File: config.mk
export PLATFORM = sky130hd
export DESIGN_NAME = fp_add_arbiter
export DESIGN_NICKNAME = d
export VERILOG_FILES = /design/src/rtl/fp_add_arbiter.sv
export SDC_FILE = /design/constraint.sdc
export NUM_CORES = 1
export LEC_CHECK = 0
export BUFFER_PORTS_ARGS = -buffer_cell sky130_fd_sc_hd__buf_4
export CAP_MARGIN = 20
export CORE_MARGIN = 2
export CORE_UTILIZATION = 36
export DETAILED_ROUTE_END_ITERATION = 10
export HOLD_SLACK_MARGIN = 0.06
export SYNTH_ARGS = -nofsm -noshare
export SYNTH_HDL_FRONTEND = slang
export SYNTH_SLANG_ARGS = --single-unit
File: constraint.sdc
create_clock -name clk -period 5.15 [get_ports clk]
set_clock_uncertainty 0.1 [all_clocks]
set_input_delay 0.7725 -clock clk [delete_from_list [all_inputs] [get_ports clk]]
set_output_delay 0.7725 -clock clk [all_outputs]
set_load 0.05 [all_outputs]
File: src/rtl/fp_add_arbiter.sv
// Two-requester round-robin front end that time-shares one combinational fp_add.
// Accepted operands run IDLE -> EXEC -> RESP and return tagged with the requester ID.

module fp_add #(
  parameter int i1 = 2,
  parameter int f1 = 14,
  parameter int i2 = 2,
  parameter int f2 = 14,
  parameter int i3 = 2,
  parameter int f3 = 8
) (
  input  logic [i1+f1-1:0] a,
  input  logic             s1,
  input  logic [i2+f2-1:0] b,
  input  logic             s2,
  output logic [i3+f3-1:0] c,
  output logic             sign,
  output logic             overflow,
  output logic             underflow
);
  localparam int N1 = i1 + f1;
  localparam int N2 = i2 + f2;
  localparam int N3 = i3 + f3;
  localparam int FM = (f1 > f2) ? f1 : f2;
  localparam int IM = (i1 > i2) ? i1 : i2;
  localparam int SL = (f3 > FM) ? f3 - FM : 0;
  localparam int SR = (FM > f3) ? FM - f3 : 0;
  localparam int WA = IM + FM + SL + 3;
  localparam int W  = (WA > N3 + 2) ? WA : N3 + 2;

  localparam logic signed [W-1:0] SMAX = W'((64'sd1 <<< (N3 - 1)) - 64'sd1);
  localparam logic signed [W-1:0] SMIN = -SMAX - W'(1);
  localparam logic signed [W-1:0] UMAX = W'((64'sd1 <<< N3) - 64'sd1);

  logic signed [W-1:0] ax, bx, sum, q;
  logic                rs;

  // Result is signed whenever either operand is; quantization truncates toward -inf.
  always_comb begin
    if (s1) ax = {{(W-N1){a[N1-1]}}, a};
    else    ax = {{(W-N1){1'b0}}, a};
    if (s2) bx = {{(W-N2){b[N2-1]}}, b};
    else    bx = {{(W-N2){1'b0}}, b};
    ax  = ax <<< (FM - f1 + SL);
    bx  = bx <<< (FM - f2 + SL);
    sum = ax + bx;
    q   = sum >>> SR;
    rs  = s1 | s2;

    c        = q[N3-1:0];
    overflow = 1'b0;
    if (rs) begin
      if (q > SMAX) begin
        overflow = 1'b1;
        c        = SMAX[N3-1:0];
      end else if (q < SMIN) begin
        overflow = 1'b1;
        c        = SMIN[N3-1:0];
      end
    end else if (q > UMAX) begin
      overflow = 1'b1;
      c        = UMAX[N3-1:0];
    end
    sign      = rs && (sum < 0);
    underflow = (sum != '0) && (q == '0);
  end
endmodule

module fp_add_arbiter #(
  parameter int i1    = 2,
  parameter int f1    = 14,
  parameter int i2    = 2,
  parameter int f2    = 14,
  parameter int i3    = 2,
  parameter int f3    = 8,
  parameter int CNT_W = 8
) (
  input  logic               clk,
  input  logic               rst,
  input  logic               req0_valid,
  output logic               req0_ready,
  input  logic [i1+f1-1:0]   req0_a,
  input  logic               req0_s1,
  input  logic [i2+f2-1:0]   req0_b,
  input  logic               req0_s2,
  input  logic               req1_valid,
  output logic               req1_ready,
  input  logic [i1+f1-1:0]   req1_a,
  input  logic               req1_s1,
  input  logic [i2+f2-1:0]   req1_b,
  input  logic               req1_s2,
  output logic               rsp_valid,
  input  logic               rsp_ready,
  output logic               rsp_id,
  output logic [i3+f3-1:0]   rsp_c,
  output logic               rsp_sign,
  output logic               rsp_overflow,
  output logic               rsp_underflow,
  output logic [CNT_W-1:0]   err_count,
  output logic               busy
);
  localparam int NA = i1 + f1;
  localparam int NB = i2 + f2;
  localparam int NC = i3 + f3;

  typedef enum logic [1:0] {IDLE, EXEC, RESP} state_t;

  state_t            state_q, state_d;
  logic              ptr_q, ptr_d;
  logic              id_q, id_d;
  logic [NA-1:0]     a_q, a_d;
  logic [NB-1:0]     b_q, b_d;
  logic              s1_q, s1_d, s2_q, s2_d;
  logic              rsp_id_q, rsp_id_d;
  logic [NC-1:0]     rsp_c_q, rsp_c_d;
  logic              rsp_sign_q, rsp_sign_d;
  logic              rsp_ovf_q, rsp_ovf_d;
  logic              rsp_udf_q, rsp_udf_d;
  logic [CNT_W-1:0]  err_q, err_d;

  logic [1:0]           req_valid, req_ready;
  logic [1:0][NA-1:0]   req_a;
  logic [1:0][NB-1:0]   req_b;
  logic [1:0]           req_s1, req_s2;
  logic                 grant;

  logic [NC-1:0] fa_c;
  logic          fa_sign, fa_ovf, fa_udf;

  assign req_valid = {req1_valid, req0_valid};
  assign req_a     = {req1_a, req0_a};
  assign req_b     = {req1_b, req0_b};
  assign req_s1    = {req1_s1, req0_s1};
  assign req_s2    = {req1_s2, req0_s2};

  fp_add #(.i1(i1), .f1(f1), .i2(i2), .f2(f2), .i3(i3), .f3(f3)) u_fp_add (
    .a(a_q), .s1(s1_q), .b(b_q), .s2(s2_q),
    .c(fa_c), .sign(fa_sign), .overflow(fa_ovf), .underflow(fa_udf)
  );

  always_comb begin
    state_d    = state_q;
    ptr_d      = ptr_q;
    id_d       = id_q;
    a_d        = a_q;
    b_d        = b_q;
    s1_d       = s1_q;
    s2_d       = s2_q;
    rsp_id_d   = rsp_id_q;
    rsp_c_d    = rsp_c_q;
    rsp_sign_d = rsp_sign_q;
    rsp_ovf_d  = rsp_ovf_q;
    rsp_udf_d  = rsp_udf_q;
    err_d      = err_q;
    req_ready  = '0;

    // Pointer only matters on contention; a lone requester always wins.
    grant = ptr_q;
    if (req_valid == 2'b01)      grant = 1'b0;
    else if (req_valid == 2'b10) grant = 1'b1;

    case (state_q)
      IDLE: begin
        if (|req_valid) begin
          req_ready[grant] = 1'b1;
          a_d     = req_a[grant];
          b_d     = req_b[grant];
          s1_d    = req_s1[grant];
          s2_d    = req_s2[grant];
          id_d    = grant;
          ptr_d   = ~grant;
          state_d = EXEC;
        end
      end
      EXEC: begin
        rsp_c_d    = fa_c;
        rsp_sign_d = fa_sign;
        rsp_ovf_d  = fa_ovf;
        rsp_udf_d  = fa_udf;
        rsp_id_d   = id_q;
        if ((fa_ovf | fa_udf) && (err_q != {CNT_W{1'b1}})) err_d = err_q + 1'b1;
        state_d = RESP;
      end
      RESP: begin
        if (rsp_ready) state_d = IDLE;
      end
      default: state_d = IDLE;
    endcase

    if (rst) req_ready = '0;
  end

  always_ff @(posedge clk) begin
    if (rst) begin
      state_q    <= IDLE;
      ptr_q      <= 1'b0;
      id_q       <= 1'b0;
      a_q        <= '0;
      b_q        <= '0;
      s1_q       <= 1'b0;
      s2_q       <= 1'b0;
      rsp_id_q   <= 1'b0;
      rsp_c_q    <= '0;
      rsp_sign_q <= 1'b0;
      rsp_ovf_q  <= 1'b0;
      rsp_udf_q  <= 1'b0;
      err_q      <= '0;
    end else begin
      state_q    <= state_d;
      ptr_q      <= ptr_d;
      id_q       <= id_d;
      a_q        <= a_d;
      b_q        <= b_d;
      s1_q       <= s1_d;
      s2_q       <= s2_d;
      rsp_id_q   <= rsp_id_d;
      rsp_c_q    <= rsp_c_d;
      rsp_sign_q <= rsp_sign_d;
      rsp_ovf_q  <= rsp_ovf_d;
      rsp_udf_q  <= rsp_udf_d;
      err_q      <= err_d;
    end
  end

  assign req0_ready    = req_ready[0];
  assign req1_ready    = req_ready[1];
  assign rsp_valid     = (state_q == RESP);
  assign busy          = (state_q != IDLE);
  assign rsp_id        = rsp_id_q;
  assign rsp_c         = rsp_c_q;
  assign rsp_sign      = rsp_sign_q;
  assign rsp_overflow  = rsp_ovf_q;
  assign rsp_underflow = rsp_udf_q;
  assign err_count     = err_q;
endmodule

Word-level counts from Yosys, hierarchy flattened
Cells that the tools add are included.
- bits in registers: 60
- input bits: 73
- output and inout port bits: 26
- word-level logic and storage cells: 71
- add/subtract/negate cells: 2
- order comparisons: 6
- eq/ne operators: 7
- multiplexer cells: 28
- bitwise gates (word level): 3
- reduce and logical (&&, ||, !) cells: 12
- operator list (cell ; count):
    2-to-1 mux 16 bit ; 4
    2-to-1 mux 10 bit ; 4
    2-to-1 mux 19 bit ; 2
    adder 19 bit ; 1
    zero test 19 bit ; 1
    less-than comparator 19 x 1 -> 1 bit (second input constant) ; 1
    nonzero test 19 bit ; 1
    > comparator 13 x 10 -> 1 bit (second input constant) ; 1
    > comparator 13 x 11 -> 1 bit (second input constant) ; 1
    less-than comparator 13 x 10 -> 1 bit (second input constant) ; 1
    2-to-1 mux 1 bit ; 11
    2-to-1 mux 2 bit ; 5
    adder 8 x 1 -> 8 bit (second input constant) ; 1
    != test 8 bit (second input constant) ; 1
    case mux 2 bit (3 select lines) ; 1
    AND reduction 2 bit ; 3
    == test 2 x 1 -> 1 bit (second input constant) ; 2
    == test 2 bit (second input constant) ; 2
    logical AND 1 bit ; 4
    zero test 2 bit ; 1
    less-than comparator 1 x 2 -> 1 bit (second input constant) ; 1
    != test 2 x 1 -> 1 bit (second input constant) ; 1
    != test 2 bit (second input constant) ; 1
    OR 1 bit ; 2
    other kinds (5) ; 5

Longest topological paths before layout
- depth in word-level cells: 10
- depth in mapped cells: 12
- gate-level depth less buffers: 11

Hierarchy
A second synthesis with hierarchy kept.
- cells, all modules: 412
- area total of the unflattened synthesis: 3494.6 µm²
- by module, submodules not included (module ; times used ; cells each ; area an instance (µm²) ; sequential area each (µm²)):
    fp_add_arbiter ; 1 ; 242 ; 2257.2 ; 1201.2
    fp_add ; 1 ; 170 ; 1237.4 ; 0.0

Worst setup path after synthesis
No wires, ideal clock.
- path kind: register -> register
- start point: register a_q[0]
- end point: register err_q[6] (netlist: err_count[6])
- library setup time: 121 ps
- data arrival time: 3243 ps
- data required time: 4929 ps
- slack: 1686 ps
- stages on the path, launching flop included: 13
- buffers on the path: 1
- clock period less this slack: 3464 ps
- cells stage by stage: dfxtp_1 > ha_1 > fa_1 > a21o_1 > a221o_1 > a221oi_2 > xnor2_1 > nor4b_2 > nand4_1 > o211a_1 > buf_6 > nor4_1 > mux2_2
- cells in the longest elaborated chain, start to end: 9
- elaborated cells on any way between the ends: 15
- those cells by class: add/sub: 1; order compare: 3; mux: 5; bitwise: 1; reduce/logical: 5
- RTL lines (element ; line ; text):
    from (decl) ; 111 ; logic [NA-1:0] a_q, a_d;
    from (signal assigned) ; 198 ; a_q <= '0;
    from (signal assigned) ; 212 ; a_q <= a_d;
    2-to-1 mux 19 bit (*) ; 40 ; if (s1) ax = {{(W-N1){a[N1-1]}}, a};
    adder 19 bit (*) ; 46 ; sum = ax + bx;
    less-than comparator 13 x 10 -> 1 bit ; 56 ; end else if (q < SMIN) begin
    2-to-1 mux 1 bit ; 56 ;
    2-to-1 mux 1 bit ; 53 ; if (q > SMAX) begin
    2-to-1 mux 1 bit ; 52 ; if (rs) begin
    OR 1 bit (*) ; 181 ; if ((fa_ovf | fa_udf) && (err_q != {CNT_W{1'b1}})) err_d = err_q + 1'b1;
    logical AND 1 bit (*) ; 181 ;
    AND reduction 2 bit (no source line) (*) ; n/a ;
    to (signal assigned) ; 221 ; err_q <= err_d;
    to (decl) ; 119 ; logic [CNT_W-1:0] err_q, err_d;
Every way passes the cells marked *; elsewhere a longest branch is shown, timed or not.
A chain may end at the register's enable or synchronous reset.

Final worst setup path
Ends and elaborated chain as after synthesis.

==> run_summary.xml <==
<?xml version="1.0" encoding="UTF-8"?>
<metrics>
  <group name="run_status">
    <metric name="run_status" unit="">finished, final reports clean</metric>
  </group>
  <group name="die">
    <metric name="num_rows" unit="">35</metric>
    <metric name="die_area" unit="mm2">0.01025</metric>
    <metric name="start_util" unit="%">37.01</metric>
    <metric name="boundaryPins" unit="">99</metric>
    <metric name="core_region_area" unit="mm2">0.009196</metric>
    <metric name="floorplan.die.width" unit="um">101.2</metric>
    <metric name="die_h" unit="um">101.2</metric>
  </group>
  <group name="timing">
    <metric name="achievable-frequency" unit="MHz">262.6</metric>
    <metric name="fin_crit" unit="ns">3.809</metric>
    <metric name="report.final.slew_viol_count" unit="">0</metric>
    <metric name="timing.final.setup_violations" unit="">0</metric>
    <metric name="count_of_endpoints_failing_hold_in_the_final_timing_report" unit="">0</metric>
    <metric name="tns" unit="ns">0</metric>
    <metric name="slew-limit-headroom" unit="%">44.03</metric>
    <metric name="timing.final.crit_share" unit="%">73.96</metric>
    <metric name="grt_setup_unrepaired" unit="">no</metric>
    <metric name="timing_worst_slew_pin_value" unit="ns">0.8365</metric>
  </group>
  <group name="placed_design">
    <metric name="port_buffers" unit="">98</metric>
    <metric name="gp_congestion" unit="">0.8912</metric>
    <metric name="placed_wire_length_estimate_after_detailed_placement" unit="um">6906</metric>
  </group>
  <group name="global_routing">
    <metric name="grt_use_total" unit="%">18.59</metric>
    <metric name="grt_max_degree" unit="">44</metric>
    <metric name="wire_length_of_the_first_global_routing_pass" unit="um">15170</metric>
    <metric name="first_global_vias" unit="">3158</metric>
    <metric name="grt-ovfl-total" unit="">0</metric>
    <metric name="number_of_antenna_violations_at_the_first_check_in_global_routing" unit="">0</metric>
  </group>
  <group name="yosys">
    <metric name="post_synth_instance_area" unit="mm2">0.003403</metric>
    <metric name="synth_cell_types" unit="">55</metric>
    <metric name="syn_inst" unit="">401</metric>
    <metric name="yosys_most_used_dff" unit="">dfxtp_1</metric>
    <metric name="async_flop_share" unit="%">0</metric>
    <metric name="yosys_warnings" unit="">0</metric>
    <metric name="mappedNetlistNets" unit="">493</metric>
    <metric name="synth-seq-area-share" unit="%">35.29</metric>
    <metric name="most_used_standard_cells_in_the_synthesized_netlist" unit="">dfxtp_1, nor2_1, inv_1</metric>
    <metric name="syn-mean-instance-area" unit="um2">8.487</metric>
    <metric name="cell_taking_the_most_area_after_synthesis" unit="">dfxtp_1</metric>
    <metric name="top_post_synthesis_cells_by_area" unit="">dfxtp_1, a222oi_1, ha_1, a21oi_1, nor2_1</metric>
    <metric name="synth-seq-cells" unit="">60</metric>
    <metric name="most_frequent_cell_after_synthesis" unit="">dfxtp_1</metric>
    <metric name="netlist.area_leader.share" unit="%">35.29</metric>
    <metric name="synth_edf_count" unit="">0</metric>
  </group>
  <group name="clock_tree">
    <metric name="cts.repair.resized" unit="">0</metric>
    <metric name="clk-insertion-delay-late" unit="ns">0.35</metric>
    <metric name="total_setup_buffers_inserted_after_cts" unit="">0</metric>
    <metric name="post_cts_hold_buffer_count" unit="">0</metric>
    <metric name="tritoncts.num_buffers" unit="">9</metric>
    <metric name="cts_sinks" unit="">60</metric>
    <metric name="htree_num_levels" unit="">3</metric>
    <metric name="clock-root-buffer" unit="">clkbuf_8</metric>
    <metric name="clk_pin_slew" unit="ns">0.08</metric>
    <metric name="clock_path_buffers" unit="">2</metric>
    <metric name="tritoncts" unit="">built</metric>
  </group>
  <group name="routing">
    <metric name="via_count" unit="">3327</metric>
    <metric name="first_pass_iters" unit="">5</metric>
    <metric name="detail_routed_net_length_per_standard_cell" unit="um">15.23</metric>
    <metric name="viasPerCell" unit="">5.463</metric>
    <metric name="detail_route.iter0.violations" unit="">286</metric>
    <metric name="finalWirelength" unit="um">9277</metric>
    <metric name="count_of_antenna_violating_nets_left_after_detailed_routing" unit="">0</metric>
    <metric name="drcViolationCount" unit="">0</metric>
  </group>
  <group name="setup_path">
    <metric name="worst_setup_path_startpoint" unit="">a_q[0]$_SDFFE_PP0P_</metric>
    <metric name="reg2reg_from" unit="">a_q[0]$_SDFFE_PP0P_</metric>
    <metric name="end_kind" unit="">register</metric>
    <metric name="timing.critical_path.from_type" unit="">register</metric>
    <metric name="cp_data_arrival_time" unit="ns">3.94</metric>
    <metric name="critPathCapture" unit="">err_count[6]$_SDFFE_PP0P_</metric>
    <metric name="worst-setup-path-type" unit="">register to register</metric>
    <metric name="reg2reg_to" unit="">err_count[6]$_SDFFE_PP0P_</metric>
    <metric name="rrSetupSlack" unit="ns">1.34</metric>
    <metric name="logic_depth_of_the_worst_register_to_register_path" unit="">12</metric>
    <metric name="data_required_critical_path" unit="ns">5.29</metric>
    <metric name="max_fanout_on_critical_path" unit="">11</metric>
  </group>
  <group name="final_layout">
    <metric name="num-nets-final" unit="">586</metric>
    <metric name="utilization" unit="%">48.41</metric>
    <metric name="antennaDiodeCount" unit="">0</metric>
    <metric name="syn2layout_area_growth" unit="%">30.81</metric>
    <metric name="final_layout_size_suffix_gt1_share" unit="%">25.90</metric>
    <metric name="number_of_filler_cells_placed_in_the_layout" unit="">901</metric>
  </group>
  <group name="power">
    <metric name="power.density_cell_area" unit="mW/mm2">317.4</metric>
    <metric name="leak" unit="nW">2.066</metric>
    <metric name="peakVddDrop" unit="mV">0.1514</metric>
  </group>
  <group name="min_path">
    <metric name="hold_path_startpoint" unit="">rsp_sign$_SDFFE_PP0P_</metric>
    <metric name="min-delay-path-class" unit="">register to register</metric>
  </group>
  <group name="run">
    <metric name="max_cap_violations" unit="">0</metric>
  </group>
</metrics>
## metrics by stage
| step | setup slack (ns) | std cells | total power, mW | hold slack, ns | area (um2) |
|---|---|---|---|---|---|
| 6_report | 1.341 | 609 | 1.413 | 0.3670 | 4452 |
| 5_1_grt | 1.110 | 609 | 1.490 | 0.3942 | 4452 |
| 4_1_cts | 1.351 | 609 | 1.418 | 0.3661 | 4452 |
| 3_5_place_dp | 1.377 | 594 | 0.9373 | 0.3551 | 4237 |
| 3_3_place_gp | 1.476 | 594 | 0.9349 | 0.3551 | 4237 |
| 2_1_floorplan | 1.686 | 401 | 0.8107 | 0.3264 | 3403 |
## where the power goes
group	switching, mW	internal, mW
Combinational	0.229	0.164
Sequential	0.0307	0.506
Clock	0.199	0.283
Total	0.459	0.954
## worst max-delay path, cell delays in order, from the launching register on
cell and delay, ns:
dfxtp_1 0.31, ha_1 0.22, fa_1 0.41, a21o_1 0.23, a221o_1 0.41, a22oi_1 0.33, o22a_1 0.22, nor2b_1 0.20
o21ai_0 0.10, buf_4 0.17, o211a_1 0.24, nor4_1 0.38, mux2_2 0.37
## cells in the final DEF (no fill, tap or decap), types with 3 or more instances in the layout
cell      synthesis  layout
buf_4             0     105
dfxtp_1          60      60
nor2_1           34      34
inv_1            33      33
a222oi_1         31      31
nand2_1          27      27
a21oi_1          27      27
o21ai_0          21      21
ha_1             18      18
a211oi_1         14      14
nor2b_1          11      10
nand2b_1         10      10
clkbuf_8          0      10
a21o_1            7       7
nand3_1           7       7
and2_1            6       6
and3_1            6       6
or3_1             5       5
xnor2_1           4       4
a22oi_1           4       4
xor2_1            4       4
mux2i_1           3       3
nor3b_1           3       3
mux2_2            3       3
## flip-flops by register name (all words and copies together), names as in the netlist
name           flops
id_q               1
ptr_q              1
rsp_c             10
rsp_sign           1
s1_q               1
state_q            2
rsp_overflow       1
err_count          8
rsp_id             1
a_q               16
s2_q               1
rsp_underflow      1
b_q               16
## worst min path at each step
stage / to / slack [ns] / depth (start not counted)
3_3_place_gp: ptr_q$_SDFFE_PP0P_ / 0.36 / 1
2_1_floorplan: id_q$_SDFFE_PP0P_ / 0.33 / 1
4_1_cts: rsp_sign$_SDFFE_PP0P_ / 0.37 / 2
3_5_place_dp: rsp_sign$_SDFFE_PP0P_ / 0.36 / 2
5_1_grt: b_q[0]$_SDFFE_PP0P_ / 0.39 / 2
6_report: rsp_sign$_SDFFE_PP0P_ / 0.37 / 2
## per-layer routing
layer | GRT usage, % | share of wire, % | up-vias
met5 | 0 | 0 | -
met4 | 5.301 | 1.5 | 0
met3 | 4.693 | 6.5 | 10
met2 | 28.48 | 44 | 125
met1 | 25.92 | 49 | 1492
li1 | - | - | 1700
## logic make-up (layout without fill, tap and decap cells)
family          Yosys count  in the layout  share of synthesized area (%)
buf+inv                  56            153                          6.471
fa+ha+maj                19             19                          7.206
xor+xnor                  8              8                          2.059
simple gates            120            120                          18.05
flops                    60             60                          35.29
compound gates          131            131                          28.71
mux                       7              7                          2.206
## cell type report
| type | count | area (um2) | area share (%) |
|---|---|---|---|
| clock buffer | 11 | 141.4 | 3.176 |
| timing repair buffer | 105 | 788.3 | 17.71 |
| inverter | 33 | 123.9 | 2.782 |
| tap | 111 | 138.9 | 3.120 |
| clock inverter | 4 | 73.82 | 1.658 |
| multi-input combinational | 285 | 1984 | 44.58 |
| sequential | 60 | 1201 | 26.98 |
(Power assumes the default switching activity.)
